==> config.mk <==
export PLATFORM = sky130hd
export DESIGN_NAME = wb_stream_packer_flat
export DESIGN_NICKNAME = d
export VERILOG_FILES = /design/src/rtl/wb_streamer_pkg.sv /design/src/rtl/wb_stream_packer_if.sv /design/src/rtl/wb_stream_packer.sv /design/src/flat_wrapper.sv
export SDC_FILE = /design/constraint.sdc
export NUM_CORES = 1
export LEC_CHECK = 0
export ABC_CLOCK_PERIOD_IN_PS = 3900
export CORE_MARGIN = 2
export CORE_UTILIZATION = 35
export DETAILED_ROUTE_END_ITERATION = 10
export GPL_TIMING_DRIVEN = 1
export PLACE_DENSITY = 0.69
export SYNTH_ARGS = -nofsm -noshare
export SYNTH_HDL_FRONTEND = slang
export SYNTH_SLANG_ARGS = --single-unit
==> constraint.sdc <==
create_clock -name clk -period 3.9 [get_ports clk]
set_input_delay 0.78 -clock clk [delete_from_list [all_inputs] [get_ports clk]]
set_output_delay 0.78 -clock clk [all_outputs]
set_load 0.02 [all_outputs]
==> src/rtl/wb_streamer_pkg.sv <==
// Shared definitions for the stream-to-memory reader and its upstream packer.
package wb_streamer_pkg;
  localparam int WB_DW = 32;

  function automatic int clog2(input int v);
    int r;
    r = 0;
    while ((1 << r) < v) r++;
    return (r == 0) ? 1 : r;
  endfunction
endpackage

==> src/rtl/wb_stream_packer_if.sv <==
// Narrow sample stream in, packed word stream out, plus flush/busy sideband.
interface wb_stream_packer_if
  import wb_streamer_pkg::*;
#(
  parameter int IN_DW  = 8,
  parameter int OUT_DW = WB_DW
);
  localparam int RATIO = OUT_DW / IN_DW;

  logic [IN_DW-1:0]  stream_s_data_i;
  logic              stream_s_valid_i;
  logic              stream_s_ready_o;
  logic              stream_s_last_i;
  logic              flush_i;
  logic [OUT_DW-1:0] stream_m_data_o;
  logic              stream_m_valid_o;
  logic              stream_m_ready_i;
  logic [RATIO-1:0]  stream_m_keep_o;
  logic              busy_o;

  modport slave (
    input  stream_s_data_i, stream_s_valid_i, stream_s_last_i, flush_i, stream_m_ready_i,
    output stream_s_ready_o, stream_m_data_o, stream_m_valid_o, stream_m_keep_o, busy_o
  );

  modport master (
    output stream_s_data_i, stream_s_valid_i, stream_s_last_i, flush_i, stream_m_ready_i,
    input  stream_s_ready_o, stream_m_data_o, stream_m_valid_o, stream_m_keep_o, busy_o
  );
endinterface

==> src/rtl/wb_stream_packer.sv <==
// Packs IN_DW samples little-endian into OUT_DW words with a lane-keep mask;
// partial words leave on last/flush through a single registered output stage.
module wb_stream_packer
  import wb_streamer_pkg::*;
#(
  parameter int IN_DW  = 8,
  parameter int OUT_DW = WB_DW
) (
  input logic              clk,
  input logic              rst,
  wb_stream_packer_if.slave bus
);
  localparam int RATIO = OUT_DW / IN_DW;
  localparam int IDX_W = clog2(RATIO);
  localparam int CNT_W = clog2(RATIO + 1);

  generate
    if ((OUT_DW % IN_DW) != 0 || RATIO < 2) begin : g_bad_cfg
      $error("wb_stream_packer: OUT_DW must be a multiple of IN_DW with at least 2 lanes");
    end
  endgenerate

  logic [OUT_DW-1:0] acc, acc_in, acc_n;
  logic [IDX_W-1:0]  idx, idx_n;
  logic              flush_pend, flush_pend_n;
  logic [OUT_DW-1:0] m_data, m_data_n;
  logic [RATIO-1:0]  m_keep, m_keep_n, keep_in;
  logic              m_valid, m_valid_n;

  logic             slot_free, s_ready, accept, complete, emit;
  logic [CNT_W-1:0] lanes;

  assign slot_free = !m_valid || bus.stream_m_ready_i;
  assign s_ready   = !flush_pend && (idx != IDX_W'(RATIO - 1) || slot_free);
  assign accept    = bus.stream_s_valid_i && s_ready;
  assign complete  = accept && (idx == IDX_W'(RATIO - 1) || bus.stream_s_last_i);
  // flush_pend blocks accepts, so the two emit sources never coincide
  assign emit      = slot_free && (complete || flush_pend);
  assign lanes     = CNT_W'(idx) + CNT_W'(accept);

  always_comb begin
    acc_in = acc;
    if (accept) acc_in[int'(idx)*IN_DW +: IN_DW] = bus.stream_s_data_i;
    keep_in = '0;
    for (int l = 0; l < RATIO; l++) keep_in[l] = (CNT_W'(l) < lanes);
  end

  always_comb begin
    acc_n        = acc_in;
    idx_n        = idx + IDX_W'(accept);
    flush_pend_n = flush_pend;
    m_data_n     = m_data;
    m_keep_n     = m_keep;
    m_valid_n    = m_valid;
    if (emit) begin
      m_data_n     = acc_in;
      m_keep_n     = keep_in;
      m_valid_n    = 1'b1;
      acc_n        = '0;
      idx_n        = '0;
      flush_pend_n = 1'b0;
    end else begin
      if (m_valid && bus.stream_m_ready_i) m_valid_n = 1'b0;
      // a last sample against a stalled output parks the word as a pending flush
      if (complete || (bus.flush_i && lanes != '0)) flush_pend_n = 1'b1;
    end
  end

  always_ff @(posedge clk) begin
    if (rst) begin
      acc        <= '0;
      idx        <= '0;
      flush_pend <= 1'b0;
      m_data     <= '0;
      m_keep     <= '0;
      m_valid    <= 1'b0;
    end else begin
      acc        <= acc_n;
      idx        <= idx_n;
      flush_pend <= flush_pend_n;
      m_data     <= m_data_n;
      m_keep     <= m_keep_n;
      m_valid    <= m_valid_n;
    end
  end

  assign bus.stream_s_ready_o = s_ready;
  assign bus.stream_m_data_o  = m_data;
  assign bus.stream_m_keep_o  = m_keep;
  assign bus.stream_m_valid_o = m_valid;
  assign bus.busy_o           = (idx != '0) || flush_pend || m_valid;
endmodule
==> src/flat_wrapper.sv <==
// flat-port wrapper written by rule: the top's interface ports become plain ports
module wb_stream_packer_flat import wb_streamer_pkg::*;
#(
  parameter int IN_DW  = 8,
  parameter int OUT_DW = WB_DW
)
  (clk, rst, bus_stream_s_data_i, bus_stream_s_valid_i, bus_stream_s_last_i, bus_flush_i, bus_stream_m_ready_i, bus_stream_s_ready_o, bus_stream_m_data_o, bus_stream_m_valid_o, bus_stream_m_keep_o, bus_busy_o);
  wb_stream_packer_if #(.IN_DW(IN_DW), .OUT_DW(OUT_DW)) bus_i ();
  input logic clk;
  input logic rst;
  input wire logic [$bits(bus_i.stream_s_data_i)-1:0] bus_stream_s_data_i;
  input wire logic [$bits(bus_i.stream_s_valid_i)-1:0] bus_stream_s_valid_i;
  input wire logic [$bits(bus_i.stream_s_last_i)-1:0] bus_stream_s_last_i;
  input wire logic [$bits(bus_i.flush_i)-1:0] bus_flush_i;
  input wire logic [$bits(bus_i.stream_m_ready_i)-1:0] bus_stream_m_ready_i;
  output wire logic [$bits(bus_i.stream_s_ready_o)-1:0] bus_stream_s_ready_o;
  output wire logic [$bits(bus_i.stream_m_data_o)-1:0] bus_stream_m_data_o;
  output wire logic [$bits(bus_i.stream_m_valid_o)-1:0] bus_stream_m_valid_o;
  output wire logic [$bits(bus_i.stream_m_keep_o)-1:0] bus_stream_m_keep_o;
  output wire logic [$bits(bus_i.busy_o)-1:0] bus_busy_o;
  assign bus_i.stream_s_data_i = bus_stream_s_data_i;
  assign bus_i.stream_s_valid_i = bus_stream_s_valid_i;
  assign bus_i.stream_s_last_i = bus_stream_s_last_i;
  assign bus_i.flush_i = bus_flush_i;
  assign bus_i.stream_m_ready_i = bus_stream_m_ready_i;
  assign bus_stream_s_ready_o = bus_i.stream_s_ready_o;
  assign bus_stream_m_data_o = bus_i.stream_m_data_o;
  assign bus_stream_m_valid_o = bus_i.stream_m_valid_o;
  assign bus_stream_m_keep_o = bus_i.stream_m_keep_o;
  assign bus_busy_o = bus_i.busy_o;
  wb_stream_packer #(.IN_DW(IN_DW), .OUT_DW(OUT_DW)) u_core (.clk(clk), .rst(rst), .bus(bus_i));
endmodule
==> Flow_metrics.wiki, run 1 <==
{| class="wikitable"
! Metric !! Value
|-
| Status || complete, no violations
|-
| Fin util || a little under half
|-
| Clock Sink Count || between 70 and 80
|-
| Clock Skew || 0.006600 ns
|-
| Unique masters post-synth || 26
|-
| Sequential cell area fraction in the yosys report || 46.62%
|-
| Setup Slack @ Placement || 0.7181 ns
|-
| Clk slew on worst S/H paths || 0.07 ns
|-
| Post-route insts no fill || 463
|-
| Share of the synthesized netlist area taken by xor and xnor gates || 0%
|-
| Worst Max-Slew Pin Slew || about 0.65 ns
|-
| Via count || 2227
|-
| Share of cells above drive strength 1 || 15.49%
|-
| Largest net degree at the start of global routing || slightly above 70
|-
| Clock Latency Late Sink || roughly 0.34 ns
|-
| Most frequent cells in the layout || sky130_fd_sc_hd__nor2_1, sky130_fd_sc_hd__dfxtp_1, sky130_fd_sc_hd__clkdlybuf4s50_1
|-
| Post-layout worst setup margin || 0.7301 ns
|-
| GR Util All Layers || 14.27%
|-
| Number of inserted filler cells in the final layout || about 830
|-
| Minimum clock period after layout || 3.170 ns
|-
| Area growth from synthesis to layout || 26.14%
|-
| Summed instance area of the synthesized netlist || between 0.003 and 0.004 mm^2
|-
| Number of top-level design ports || 53
|-
| Kind of end point of the critical path || output pin
|-
| Type of the worst setup path || input port to output pin
|-
| Number of nets at the end of the flow || 373
|-
| Inst Count DP || 447
|-
| Antenna violations before repair || 0
|-
| Unrepaired setup endpoints after global routing || false
|-
| Die ar. || 0.009601 mm^2
|-
| Minimum hold slack || 0.4973 ns
|-
| Standard cell area after detailed placement || 0.003701 mm^2
|-
| Total congestion overflow || 0
|-
| Leakage power total || 1.379 nW
|-
| Yosys Warn Count || 0
|-
| Max IR drop VDD || 0.0002536 V
|-
| Cells resized by post-CTS repair || 0
|-
| Placement Rows || 34
|-
| Met3 track utilization from global routing || 4.009%
|-
| Number of buffers created by CTS || 9
|-
| Net count of the mapped netlist || 324
|-
| DRC marker count from the first detailed-route iteration || 110
|-
| Number of I/O port buffers || 52
|-
| Setup violations, final || 0
|-
| Synth Register Bits || 72
|-
| Total of max-cap violations || 0
|-
| HPWL Detailed || 4.382 mm
|-
| Post-CTS Repair Setup Buffers || 0
|-
| Worst max-slew margin expressed relative to the limit || 56.89%
|-
| Synth Area in Compound Gates || 14.73%
|-
| DRC errors left || 0
|-
| Clock buffer depth || 2
|-
| Simple-gate share of the synthesized area || 20.56%
|-
| Placeable core region || 0.008636 mm^2
|-
| Avg Synthesized Cell Area || roughly 10 um^2
|-
| Routability congestion estimate || 0.7587
|-
| Combinational family with the most area after synthesis || simple AND/OR/NAND/NOR gates
|-
| Final hold violations || 0
|-
| Vias in the first global route || between 2000 and 2500
|-
| Number of antenna-violating nets in the routed design || 0
|-
| Critical path startpoint category || input port
|-
| Max H-tree Level || 3
|-
| Antenna diode count || 0
|-
| Total non-filler cell area in the finished layout || 0.003900 mm^2
|-
| Gate Count Post-Synth || between 300 and 400
|-
| Total power divided by cell area || about 470 mW/mm^2
|-
| Kind of path behind the tightest hold check || register to register
|-
| Period Utilization, post-route || 81.28%
|-
| Required @ worst endpoint || about 3.1 ns
|-
| Buffer type at the clock tree root || sky130_fd_sc_hd__clkbuf_8
|-
| Drt via density || 4.810
|-
| Worst Path Max Fanout || 6
|-
| FMAX || 315.5 MHz
|-
| Number of hold buffers added after cts || 0
|-
| Total Power || 1.830 mW
|-
| Initial standard-cell utilization of the core || 35.80%
|-
| Most common cell after layout, fill and taps aside || sky130_fd_sc_hd__nor2_1
|-
| Sum of routed wire length over all layers || 6.540 mm
|-
| Clock tree from TritonCTS || built
|-
| Arithmetic-cell share of the synthesized area counting full adders, half adders and majority gates || 3.642%
|-
| First-pass GRT wire length || roughly 11 mm
|-
| Setup total negative slack || 0 ns
|-
| Gr busiest metal || met2
|-
| Routed len/inst || about 14 um
|-
| Horizontal die dimension || ~100 um
|-
| Multiplexer area fraction after synthesis || around 11%
|-
| Vert. Die Dim || 97.99 um
|-
| Global routing usage on met2 || 22.44%
|-
| Drt pass-1 iters || 4
|-
| Number of pins with negative max-slew slack in the final report || 0
|-
| Crit path arrival time || 2.39 ns
|-
| GRT met1 Usage || 18.44%
|}
==> cells by family after synthesis <==
| logic type | after synthesis |
|---|---|
| buffers and inverters | 23 |
| adder cells (fa/ha/maj) | 9 |
| multiplexers | 34 |
| AO/OA/AOI/OAI | 40 |
| flip-flops | 72 |
| AND/OR/NAND/NOR | 123 |
==> power by group <==
part / total [mW] / internal, mW / switching (mW) / leakage, nW
logic: 0.417 / 0.184 / 0.233 / 0.689
clock network: 0.590 / 0.329 / 0.261 / 0.103
registers: 0.823 / 0.787 / 0.0353 / 0.587
==> cell usage after synthesis <==
library cell / number / area [um^2]
sky130_fd_sc_hd__a21boi_2: 1 / 11.26
sky130_fd_sc_hd__nand2_1: 5 / 18.77
sky130_fd_sc_hd__inv_1: 6 / 22.52
sky130_fd_sc_hd__and4b_1: 1 / 10.01
sky130_fd_sc_hd__and2_1: 29 / 181.4
sky130_fd_sc_hd__nor2_1: 74 / 277.8
sky130_fd_sc_hd__a21oi_1: 3 / 15.01
sky130_fd_sc_hd__buf_2: 10 / 50.05
sky130_fd_sc_hd__a211oi_2: 32 / 400.4
sky130_fd_sc_hd__or2b_1: 1 / 7.510
sky130_fd_sc_hd__and3b_1: 2 / 17.52
sky130_fd_sc_hd__o31ai_1: 1 / 7.510
sky130_fd_sc_hd__dfxtp_1: 72 / 1441
sky130_fd_sc_hd__or2_1: 1 / 6.260
sky130_fd_sc_hd__a311oi_1: 1 / 8.760
sky130_fd_sc_hd__nor3_4: 4 / 65.06
sky130_fd_sc_hd__nor3b_1: 3 / 22.52
sky130_fd_sc_hd__nor4b_1: 1 / 8.760
sky130_fd_sc_hd__mux2i_1: 34 / 340.3
sky130_fd_sc_hd__a211oi_1: 1 / 7.510
sky130_fd_sc_hd__buf_6: 1 / 11.26
sky130_fd_sc_hd__clkbuf_1: 5 / 18.77
sky130_fd_sc_hd__buf_1: 1 / 3.750
sky130_fd_sc_hd__ha_1: 9 / 112.6
sky130_fd_sc_hd__nor4bb_1: 2 / 20.02
sky130_fd_sc_hd__o21ai_1: 1 / 5.000
==> layout make-up <==
| cell class | count | area [um^2] | area share, % |
|---|---|---|---|
| flip-flops and latches | 72 | 1441 | 36.96 |
| clock buffers | 13 | 158.9 | 4.074 |
| repair buffers | 55 | 550.5 | 14.12 |
| well taps | 108 | 135.1 | 3.465 |
| multi-input cells | 206 | 1551 | 39.78 |
| clock inverters | 3 | 40.04 | 1.027 |
| inverters | 6 | 22.52 | 0.5775 |
==> critical path, stage by stage <==
cell	delay [ns]
sky130_fd_sc_hd__clkdlybuf4s50_1	0.42
sky130_fd_sc_hd__and3b_1	0.53
sky130_fd_sc_hd__nor2_1	0.10
sky130_fd_sc_hd__clkdlybuf4s50_1	0.56
==> routing by layer <==
layer	up-vias	wire (um)
li1	1120	-
met1	1050	3041
met2	49	3067
met3	8	336
met4	0	95
met5	-	0
==> state kept, by name (all words and copies together), names as in the netlist <==
name	count
u_core.acc	32
u_core.bus.stream_m_valid_o	1
u_core.idx	2
u_core.flush_pend	1
u_core.bus.stream_m_data_o	32
u_core.bus.stream_m_keep_o	4
==> path summary, 6_finish.rpt <==
kind / startpoint / end / slack, ns / cells after the start
setup / recovery: bus_stream_m_ready_i / bus_stream_s_ready_o / 0.73 / 4
hold / removal: u_core.bus.stream_m_keep_o[3] / u_core.bus.stream_m_keep_o[3] / 0.50 / 2
setup reg to reg: u_core.idx[0] / u_core.flush_pend / 1.31 / 9
hold reg to reg: u_core.bus.stream_m_keep_o[3] / u_core.bus.stream_m_keep_o[3] / 0.50 / 2
Note: power is estimated with default switching activity, not from simulation.
==> run 2, diff against run 1 <==
Settings changed: ABC_CLOCK_PERIOD_IN_PS 3900 to 2700, PLACE_DENSITY 0.69 to 0.71.
Clock period 3.9 ns to 2.7 ns, I/O delays scaled along.
==> run 2 against run 1 <==
Compared with the run above: setup slack got worse by 0.54 ns; die area unchanged; clock power up 64%; critical path depth is the same; combinational power is 49% higher; via count grew 1.0%; utilization is 1.3 points higher; clock skew up 0.0044 ns; cell count increased by 2.2%; wire length is 1.0% higher; highest routed layer unchanged; hold slack worse by 0.0023 ns; critical path type is now register to output pin.
==> Flow_metrics.wiki, run 2 (same netlist as run 1, synthesis figures left out) <==
{| class="wikitable"
! Metric !! Value
|-
| Seq. cell area || roughly 0.0014 mm^2
|-
| Initial standard-cell utilization of the core || between 30% and 40%
|-
| Total power divided by cell area || 691.7 mW/mm^2
|-
| Crit path arrival time || 1.97 ns
|-
| Total Power || ~2.8 mW
|-
| Horizontal die dimension || about 100 um
|-
| Antenna violations before repair || 0
|-
| Drt pass-1 iters || 4
|-
| Number of buffers and inverters on the critical path || 2
|-
| FMAX || 398.4 MHz
|-
| Setup total negative slack || 0 ns
|-
| Kind of path behind the tightest hold check || register to register
|-
| Period Utilization, post-route || 92.97%
|-
| Largest net degree at the start of global routing || 41
|-
| Sum of routed wire length over all layers || 6.607 mm
|-
| Setup violations, final || 0
|-
| Critical path's largest stage delay || 0.59 ns
|-
| GR Util All Layers || between 10% and 20%
|-
| Worst Max-Slew Pin Slew || 0.5648 ns
|-
| Clock tree from TritonCTS || built
|-
| Placeable core region || 0.008636 mm^2
|-
| DRC marker count from the first detailed-route iteration || 90
|-
| Number of inserted filler cells in the final layout || approximately 830
|-
| Clk slew on worst S/H paths || 0.08 ns
|-
| Leakage power total || 1.440 nW
|-
| Number of top-level design ports || 53
|-
| Share of cells above drive strength 1 || 18.36%
|-
| Via count || 2250
|-
| Drt via density || 4.757
|-
| Total congestion overflow || 0
|-
| Clock Skew || 0.01104 ns
|-
| Minimum clock period after layout || 2.510 ns
|-
| Max H-tree Level || 3
|-
| Cells traversed along the worst timing path || inv_1 -> ha_1 -> nand2_1 -> clkdlybuf4s50_1
|-
| Number of I/O port buffers || 52
|-
| Routed len/inst || 13.97 um
|-
| Antenna diode count || 0
|-
| Buffer type at the clock tree root || sky130_fd_sc_hd__clkbuf_8
|-
| Clock Sink Count || 72
|-
| Status || complete, no violations
|-
| Vert. Die Dim || 97.99 um
|-
| Most frequent cells in the layout || sky130_fd_sc_hd__nor2_1, sky130_fd_sc_hd__dfxtp_1, sky130_fd_sc_hd__clkdlybuf4s50_1
|-
| First-pass GRT wire length || 11.10 mm
|-
| Worst Path Max Fanout || 12
|-
| Post-CTS Repair Setup Buffers || 0
|-
| Vias in the first global route || 2326
|-
| Routability congestion estimate || 0.7751
|-
| Max IR drop VDD || 0.0002853 V
|-
| Placement Rows || 34
|-
| Clock buffer depth || 2
|-
| Number of antenna-violating nets in the routed design || 0
|-
| Area growth from synthesis to layout || 29.66%
|-
| Required @ worst endpoint || roughly 2.2 ns
|-
| Clock Latency Late Sink || 0.35 ns
|-
| Slowest-stage cell, CP || sky130_fd_sc_hd__clkdlybuf4s50_1
|-
| DRC errors left || 0
|-
| Final hold violations || 0
|-
| Number of pins with negative max-slew slack in the final report || 0
|-
| Total of max-cap violations || 0
|-
| Most common cell after layout, fill and taps aside || sky130_fd_sc_hd__nor2_1
|-
| Number of buffers created by CTS || 9
|-
| Unrepaired setup endpoints after global routing || false
|-
| Type of the worst setup path || register to output pin
|-
| Kind of end point of the critical path || output pin
|-
| Total non-filler cell area in the finished layout || 0.004009 mm^2
|-
| Kind of cell adding the most delay to the critical path || buffers and inverters
|-
| Standard cell area after detailed placement || 0.003776 mm^2
|-
| Area occupied by multi-input gates || 0.001551 mm^2
|-
| Worst max-slew margin expressed relative to the limit || 62.27%
|-
| HPWL Detailed || 4.639 mm
|-
| Number of nets at the end of the flow || 383
|-
| Critical path startpoint category || register
|-
| Die ar. || 0.009601 mm^2
|}
[run 2: area by class of cell]
cell class / count / area share [%]
clock buffer: 12 / 3.870
clock inverter: 4 / 1.904
inverter: 6 / 0.5618
multi-input combinational: 206 / 38.70
sequential: 72 / 35.99
tap: 108 / 3.371
timing repair buffer: 65 / 15.61
[run 2: power breakdown]
| part | internal, mW | switching (mW) |
|---|---|---|
| logic | 0.281 | 0.339 |
| clock network | 0.573 | 0.393 |
| registers | 1.14 | 0.0491 |
| total | 1.99 | 0.782 |
[run 2: metrics by stage]
stage	util (%)	setup slack [ns]	hold WS [ns]	instances
floorplan	-	0.3968	0.4731	301
global placement	43.73	0.2463	0.4825	457
detailed placement	43.73	0.2159	0.4857	457
CTS	46.42	0.1643	0.5022	473
global route	46.42	0.09445	0.5372	473
finish	46.42	0.1898	0.4951	473
[run 2: tightest hold or removal path: stages (launching register included)]
cell	delay (ns)
sky130_fd_sc_hd__dfxtp_1	0.32
sky130_fd_sc_hd__mux2i_1	0.07
sky130_fd_sc_hd__nor2_1	0.07
[run 2: path summary, 6_finish.rpt]
check / cells after the start / slack [ns] / end / from
hold / removal: 2 / 0.50 / u_core.bus.stream_m_keep_o[3] / u_core.bus.stream_m_keep_o[3]
hold reg to reg: 2 / 0.50 / u_core.bus.stream_m_keep_o[3] / u_core.bus.stream_m_keep_o[3]
setup / recovery: 4 / 0.19 / bus_busy_o / u_core.idx[0]
setup reg to reg: 6 / 0.54 / u_core.bus.stream_m_data_o[18] / u_core.idx[0]
[run 2: timing repair]
| item | in CTS | in global routing |
|---|---|---|
| setup endpoints to repair | 1 | 0 |
| hold endpoints to repair | 0 | 0 |
| gates resized for setup | 1 | 0 |
| hold buffers | 0 | 0 |
[run 2: per-layer routing]
metal / global-route usage (%) / share of wire, %
met1: 18.27 / 47
met2: 24.03 / 48
met3: 3.722 / 3.8
met4: 7.051 / 1.8
met5: 0 / 0
